$ cat src/rtl/matrix_sequencer.sv
// -----------------------------------------------------------------------------
// matrix_sequencer
//
// Microcode sequencer for the math box. Steps through an external program ROM
// one instruction every STEP_CYCLES ready cycles, decodes the eight instruction
// strobes, and forms the matrix-RAM address from the instruction word and the
// block index counter (BIC). A CPU write to start_wr loads the program address
// and starts a run; the run ends on an mhalt instruction (done pulse).
//
// Optional feature: define MATRIX_SEQ_WATCHDOG_EN to build a watchdog that
// aborts a run after WDOG_STEPS instructions without mhalt and raises a
// sticky fault flag. Without the macro, fault is tied low.
//
// Ports:
//   clk_12     system clock
//   reset      asynchronous, active-high
//   start_wr   CPU write: load pa from cpu_data and start/restart a run
//   bic_lo_wr  CPU write: BIC[7:0] <= cpu_data
//   bic_hi_wr  CPU write: BIC[BIC_W-1:8] <= cpu_data (no effect if BIC_W<=8)
//   cpu_data   CPU write data
//   macflag    datapath ready; low holds the step phase
//   ip         instruction word from ROM (one-cycle latency from pa)
//   pa         program address to ROM
//   ma         matrix RAM address (combinational)
//   lac..lda   instruction strobes ip[8..15] qualified by wp
//   wp         one-cycle write pulse per instruction
//   busy       high while running
//   done       one-cycle pulse after a normal halt
//   fault      sticky watchdog abort flag
// -----------------------------------------------------------------------------
module matrix_sequencer #(
    parameter int PA_W        = 10,
    parameter int BIC_W       = 9,
    parameter int DIRECT_W    = 5,
    parameter int STEP_CYCLES = 4,
    parameter int WDOG_STEPS  = 1024
) (
    input  logic              clk_12,
    input  logic              reset,
    input  logic              start_wr,
    input  logic              bic_lo_wr,
    input  logic              bic_hi_wr,
    input  logic [7:0]        cpu_data,
    input  logic              macflag,
    input  logic [15:0]       ip,
    output logic [PA_W-1:0]   pa,
    output logic [BIC_W+1:0]  ma,
    output logic              lac,
    output logic              lw,
    output logic              mhalt,
    output logic              incbic,
    output logic              clearacc,
    output logic              ldc,
    output logic              ldb,
    output logic              lda,
    output logic              wp,
    output logic              busy,
    output logic              done,
    output logic              fault
);

    localparam int PH_W = (STEP_CYCLES > 1) ? $clog2(STEP_CYCLES) : 1;
    localparam int IN_W = PA_W - 2;

    typedef enum logic {
        S_IDLE = 1'b0,
        S_RUN  = 1'b1
    } state_t;

    state_t            state_q, state_d;
    logic [PH_W-1:0]   phase_q, phase_d;
    logic [PA_W-1:0]   pa_q, pa_d;
    logic [BIC_W-1:0]  bic_q, bic_d;
    logic              done_q, done_d;

    logic              run;
    logic              wp_int;
    logic [7:0]        strobes;
    logic              abort;
    logic [PA_W-1:0]   pa_load;
    logic [IN_W-1:0]   inpage_next;

    // Step decode. A start_wr cycle never issues a write pulse, so a restart
    // or a start racing an mhalt cannot fire a stale instruction.
    always_comb begin
        run     = (state_q == S_RUN);
        wp_int  = run & macflag & ~start_wr & (phase_q == PH_W'(STEP_CYCLES - 1));
        strobes = ip[15:8] & {8{wp_int}};
    end

    // CPU byte lands left-justified: top two bits are the page, the rest fill
    // the in-page counter from its MSB, low (PA_W-8) bits cleared.
    always_comb begin
        pa_load = '0;
        for (int i = 0; i < PA_W; i++) begin
            int idx;
            idx = i - (PA_W - 8);
            if (idx >= 0) pa_load[i] = cpu_data[idx[2:0]];
        end
    end

    // In-page increment; page bits are untouched so the count wraps in-page.
    always_comb begin
        inpage_next = pa_q[IN_W-1:0] + IN_W'(1);
    end

    // FSM next state, phase and program address.
    always_comb begin
        state_d = state_q;
        phase_d = phase_q;
        pa_d    = pa_q;
        done_d  = 1'b0;
        if (start_wr) begin
            state_d = S_RUN;
            phase_d = '0;
            pa_d    = pa_load;
        end else if (run) begin
            if (wp_int) begin
                phase_d = '0;
                pa_d    = {pa_q[PA_W-1:PA_W-2], inpage_next};
                if (strobes[2]) begin
                    state_d = S_IDLE;
                    done_d  = 1'b1;
                end else if (abort) begin
                    state_d = S_IDLE;
                end
            end else if (macflag) begin
                phase_d = phase_q + PH_W'(1);
            end
        end
    end

    // BIC: increment strobe beats the low-byte write, which beats the high write.
    always_comb begin
        bic_d = bic_q;
        if (strobes[3]) begin
            bic_d = bic_q + BIC_W'(1);
        end else if (bic_lo_wr) begin
            for (int i = 0; i < BIC_W; i++) begin
                if (i < 8) bic_d[i] = cpu_data[i[2:0]];
            end
        end else if (bic_hi_wr) begin
            for (int i = 0; i < BIC_W; i++) begin
                if (i >= 8 && i < 16) bic_d[i] = cpu_data[i[2:0]];
            end
        end
    end

    always_ff @(posedge clk_12 or posedge reset) begin
        if (reset) begin
            state_q <= S_IDLE;
            phase_q <= '0;
            pa_q    <= '0;
            bic_q   <= '0;
            done_q  <= 1'b0;
        end else begin
            state_q <= state_d;
            phase_q <= phase_d;
            pa_q    <= pa_d;
            bic_q   <= bic_d;
            done_q  <= done_d;
        end
    end

`ifdef MATRIX_SEQ_WATCHDOG_EN
    localparam int WD_W = $clog2(WDOG_STEPS + 1);

    logic [WD_W-1:0] wdog_q, wdog_d;
    logic            fault_q, fault_d;

    // Abort fires on the WDOG_STEPS-th write pulse of a run unless that
    // instruction is itself the halt.
    always_comb begin
        abort   = wp_int & ~strobes[2] & (wdog_q == WD_W'(WDOG_STEPS - 1));
        wdog_d  = wdog_q;
        fault_d = fault_q;
        if (start_wr) begin
            wdog_d  = '0;
            fault_d = 1'b0;
        end else begin
            if (wp_int) wdog_d = wdog_q + WD_W'(1);
            if (abort)  fault_d = 1'b1;
        end
    end

    always_ff @(posedge clk_12 or posedge reset) begin
        if (reset) begin
            wdog_q  <= '0;
            fault_q <= 1'b0;
        end else begin
            wdog_q  <= wdog_d;
            fault_q <= fault_d;
        end
    end

    assign fault = fault_q;
`else
    assign abort = 1'b0;
    assign fault = 1'b0;
`endif

    // Matrix address: upper BIC bits always, middle field either direct from
    // the instruction or from the low BIC bits, bottom two bits from ip.
    assign ma = {bic_q[BIC_W-1:DIRECT_W],
                 ip[7] ? ip[DIRECT_W+1:2] : bic_q[DIRECT_W-1:0],
                 ip[1:0]};

    assign pa       = pa_q;
    assign wp       = wp_int;
    assign lac      = strobes[0];
    assign lw       = strobes[1];
    assign mhalt    = strobes[2];
    assign incbic   = strobes[3];
    assign clearacc = strobes[4];
    assign ldc      = strobes[5];
    assign ldb      = strobes[6];
    assign lda      = strobes[7];
    assign busy     = run;
    assign done     = done_q;

endmodule
$ cat config.mk
export PLATFORM = sky130hd
export DESIGN_NAME = matrix_sequencer
export DESIGN_NICKNAME = d
export VERILOG_FILES = /design/src/rtl/matrix_sequencer.sv
export SDC_FILE = /design/constraint.sdc
export NUM_CORES = 1
export LEC_CHECK = 0
export CAP_MARGIN = 20
export CORE_MARGIN = 10
export CORE_UTILIZATION = 37
export CTS_CLUSTER_SIZE = 10
export DETAILED_ROUTE_END_ITERATION = 16
export PLACE_DENSITY = 0.85
export SYNTH_ARGS = -nofsm -noshare
export SYNTH_HDL_FRONTEND = slang
export SYNTH_SLANG_ARGS = --single-unit
$ cat constraint.sdc
create_clock -name clk_12 -period 1.7 [get_ports clk_12]
set_clock_uncertainty 0.1 [all_clocks]
set_input_delay 0.255 -clock clk_12 [delete_from_list [all_inputs] [get_ports clk_12]]
set_output_delay 0.255 -clock clk_12 [all_outputs]
set_load 0.01 [all_outputs]
Word level (Yosys, flattened, before mapping)
Cells that the tools add are included.
{"block": "word_totals", "register_bits": 23, "in_bits": 30, "wordCells": 45}
{"block": "classes", "add_sub_neg": 3, "eq_ne": 2, "mux": 20, "bitwise_logic": 5, "reduce_logical": 8}
{"operator": "$mux 8", "count": 3}
{"operator": "$mux 1", "count": 10}
{"operator": "$mux 10", "count": 1}
{"operator": "$add 9x1->9 const B", "count": 1}
{"operator": "$mux 9", "count": 1}
{"operator": "$add 8x1->8 const B", "count": 1}
{"operator": "$and 8x8->8", "count": 1}
{"operator": "$mux 2", "count": 4}
{"operator": "$reduce_bool 2->1", "count": 4}
{"operator": "$reduce_and 2->1", "count": 3}
{"operator": "$mux 5", "count": 1}
{"operator": "$and 1x1->1", "count": 3}
{"operator": "$reduce_bool 3->1", "count": 1}
{"operator": "$add 2x1->2 const B", "count": 1}
{"operator": "$eq 2x2->1 const B", "count": 1}
{"operator": "$ne 2x1->1 const B", "count": 1}
{"operator": "$not 1->1", "count": 1}

Depth between registers and ports, before layout
{"block": "logic_depth", "depth_word": 8, "mapped_depth": 7}

Worst setup path after synthesis
Ideal clock, no wire load.
{"block": "synth_path", "path_kind": "register -> register", "from": "reg phase_q[0]", "to": "reg bic_q[3]", "setup_time_ns": 0.123, "t_arrival_ns": 1.476, "t_required_ns": 1.477, "slack_ns": 0.002, "stages_incl_launch_ff": 8, "synth_period_minus_slack_ns": 1.698, "path_cell_list": "dfrtp_1 ha_1 nand4b_2 inv_1 buf_2 a21oi_1 a21oi_1 o221a_2"}
{"block": "synth_between", "elab_chain_cells": 4, "word_cells_on_any_way": 5}
{"item": "from (decl)", "line_no": "71", "text": "logic [PH_W-1:0] phase_q, phase_d;"}
{"item": "from (signal assigned)", "line_no": "158", "text": "phase_q <= phase_d;"}
{"item": "$eq 2x2->1 (*)", "line_no": "87", "text": "wp_int = run & macflag & ~start_wr & (phase_q == PH_W'(STEP_CYCLES - 1));"}
{"item": "$and 1x1->1 (*)", "line_no": "87"}
{"item": "net wp", "line_no": "56", "text": "output logic wp,"}
{"item": "$and 8x8->8 (*)", "line_no": "88", "text": "strobes = ip[15:8] & {8{wp_int}};"}
{"item": "$mux 9 / $reduce_bool 2->1 (equally long branches)"}
{"item": "to (signal assigned)", "line_no": "160", "text": "bic_q <= bic_d;"}
{"item": "to (decl)", "line_no": "73", "text": "logic [BIC_W-1:0] bic_q, bic_d;"}
The timed path passes the listed nets; every way through them passes the cells marked *.
A chain may end at the register's enable or synchronous reset.

Worst setup path in the final report
{"block": "layout_path", "from": "reg phase_q[0]", "to": "out clearacc"}
{"block": "layout_between", "elab_chain_cells": 3}
{"item": "$eq 2x2->1", "line_no": "87"}
{"item": "$and 1x1->1", "line_no": "87"}
{"item": "$and 8x8->8", "line_no": "88"}
{"item": "to (decl)", "line_no": "52", "text": "output logic clearacc,"}
No other way between the ends.

==> impl_metrics.yaml <==
outcome:
  outcome: "finished, violations left"
  violations: "setup timing"
clocking:
  cts_buffers: 3
  clkTransAtPathRegs_ps: 90
  tritoncts: "done"
  root_buffer: "clkbuf_8"
  clk_latency_ps: 270
  cts.htree.levels: 1
  cts_hold_buf: 0
  clock-sinks: 23
  cts_max_path_buffers: 2
grt:
  grt-ovfl-total: 0
  grt_pass1_wl_um: 6890
  grt_usage_pct: 13.1
  grt_max_degree: 24
  antenna_found_initial: 0
  grt_pass1_vias: 1432
synthesis:
  synth.ff_latch_count: 23
  syn_area_um2: 1370
  synth_top_area_cell: "dfrtp_1"
  synth_top_area_share_pct: 41.9
  seq_area_frac_synth_pct: 41.9
  avgSynthCellArea_um2: 9.15
  synthTopCellsByArea: "dfrtp_1, mux2_2, nand2_1"
  yosysUniqueCellTypes: 33
  ys_warn_count: 0
  netlist_instances: 150
  syn_nets: 183
sta:
  fin_crit_sh_pct: 102
  rsz0062_at_grt: "true"
  drv_slew: 0
  fin_tns_setup_ps: -272
  fin_ws_ps: -40.0
  whs_ps: 240
  fmax_mhz: 575
  fin_crit_ps: 1740
  final-setup-viol-count: 9
  hold_viol_final: 0
die:
  row_count: 22
  die_y_um: 80.9
  die_area_um2: 6550
  io_pins: 63
  start_util_pct: 37.8
  core_um2: 3630
  die_x_um: 80.9
final_layout:
  layout_common_cells: "clkdlybuf4s50_1, dfrtp_1, buf_4, nand2_1, buf_6"
  n_antenna_cell: 0
  nNetsFinal: 260
  drive_above_1_share_pct: 31.0
  fill_cells: 301
  fin_area_um2: 2310
  area_growth_pct: 68.6
  final_core_util_pct: 63.7
  fin_cells: 274
  final_common_cell: "clkdlybuf4s50_1"
placed_design:
  post-place-ws_ps: -560
  portBuffers: 57
  dp_hpwl_um: 3210
  dp_cells: 262
  placed_cell_area_um2: 2080
  globalplace.congestion: 0.840
setup_path:
  worstPathMaxFanout: 8
  rr_startpoint: "phase_q[0]$_DFFE_PP0P_"
  critPathCaptureType: "output pin"
  crit_path_start: "phase_q[0]$_DFFE_PP0P_"
  arrival_ps: 1390
  crit_slowest_cell: "dfrtp_1"
  cp_slowest_stage_delay_ps: 420
  path_cells: "ha_4, nand4b_4, inv_4, buf_12, and2_4, buf_6"
  worst_setup_path_start_kind: "flip-flop"
  criticalPathCategory: "reg2out"
  cp.required_ps: 1340
  reg2reg_slack_ps: -20
power_and_ir_drop:
  power_mw: 1.35
  leakage_nw: 1.01
  power_density_nw_per_um2: 582
  ir_drop_mv: 0.254
routing:
  wl_per_cell_um: 15.8
  num_vias: 1366
  drt_first_pass_iters: 4
  routed_wl_um: 4330
  drt.antenna.violating_nets: 0
  drt_iter0_drc: 65
  drc: 0
  avgViaCountPerCell: 4.99
hold_path:
  hold_path.class: "in2async"
job:
  timing.max_cap.violations: 0
==> worst max-delay path: cells and delay by family (launching register included) <==
kind / cells / cell delay (ps)
fa+ha+maj: 1 / 180
buf+inv: 3 / 300
flops: 1 / 420
simple gates: 2 / 220
==> power breakdown <==
part	switching (mW)	internal [mW]	total (mW)
registers	0.0444	0.590	0.634
clock network	0.188	0.164	0.352
logic	0.153	0.208	0.361
==> path summary, 6_finish.rpt <==
kind | to | depth (start not counted)
hold / removal | pa[6]$_DFFE_PP0P_ | 3
setup reg to reg | bic_q[7]$_DFFE_PP0P_ | 7
max in group asynchronous | pa[2]$_DFFE_PP0P_ | 3
setup / recovery | clearacc | 6
min in group clk_12 | ma[0] | 0
hold reg to reg | pa[8]$_DFFE_PP0P_ | 1
==> state kept, by name, summed over array words and instances (netlist names) <==
signal / count
busy: 1
pa: 10
phase_q: 2
bic_q: 9
done: 1
==> synth_stat cells <==
master / count
nor2b_1: 1
conb_1: 1
buf_6: 1
clkbuf_1: 2
nand2_1: 17
nand4_1: 3
o21bai_1: 1
o221a_2: 2
nand3b_1: 1
nor4_1: 2
a21o_1: 2
nor2_1: 9
xnor2_1: 7
o211ai_1: 1
o32ai_1: 1
o311ai_0: 1
xor2_1: 2
mux2_2: 7
inv_1: 6
a211oi_1: 3
nand3_1: 12
nor3_1: 4
dfrtp_1: 23
buf_4: 7
o21ai_0: 10
nand4b_2: 1
buf_2: 2
mux2i_1: 2
or4_1: 1
a21oi_1: 6
nand2b_1: 1
and2_1: 8
ha_1: 3
==> layer usage <==
metal | wire (µm) | vias up | GRT usage [%] | part of all wire [%]
li1 | - | 669 | - | -
met1 | 1750 | 637 | 15.3 | 40
met2 | 2140 | 53 | 22.5 | 49
met3 | 398 | 7 | 4.53 | 9.2
met4 | 44 | 0 | 3.46 | 1.0
met5 | 0 | - | 0 | 0
==> layout make-up <==
cell class                      count  area, µm²  area share, %
Multi-Input combinational cell    109        808           34.9
Tap cell                           48       60.1           2.59
Clock inverter                      1       5.00          0.216
Sequential cell                    23        577           24.9
Timing Repair Buffer               84        796           34.4
Clock buffer                        3       41.3           1.78
Inverter                            6       27.5           1.19
==> what timing repair did <==
action | 4_1_cts | 5_1_grt
setup endpoints to repair | 19 | 18
pin swaps | 15 | 5
buffers inserted | 6 | 3
cloned | 0 | 0
gates resized for setup | 66 | 22
==> cell families (layout without fill, tap and decap cells) <==
group	after synthesis	count (layout)	share of synthesized area (%)
muxes	9	9	7.20
and+or+nand+nor	60	60	22.0
adders and majority gates	3	3	2.74
buffers and inverters	18	94	7.57
xor gates and xnor gates	9	9	5.74
DFF	23	23	41.9
AOI/OAI and AO/OA	27	27	12.6
other	1	1	0.273
No activity file was read; power rests on OpenSTA's default activity.
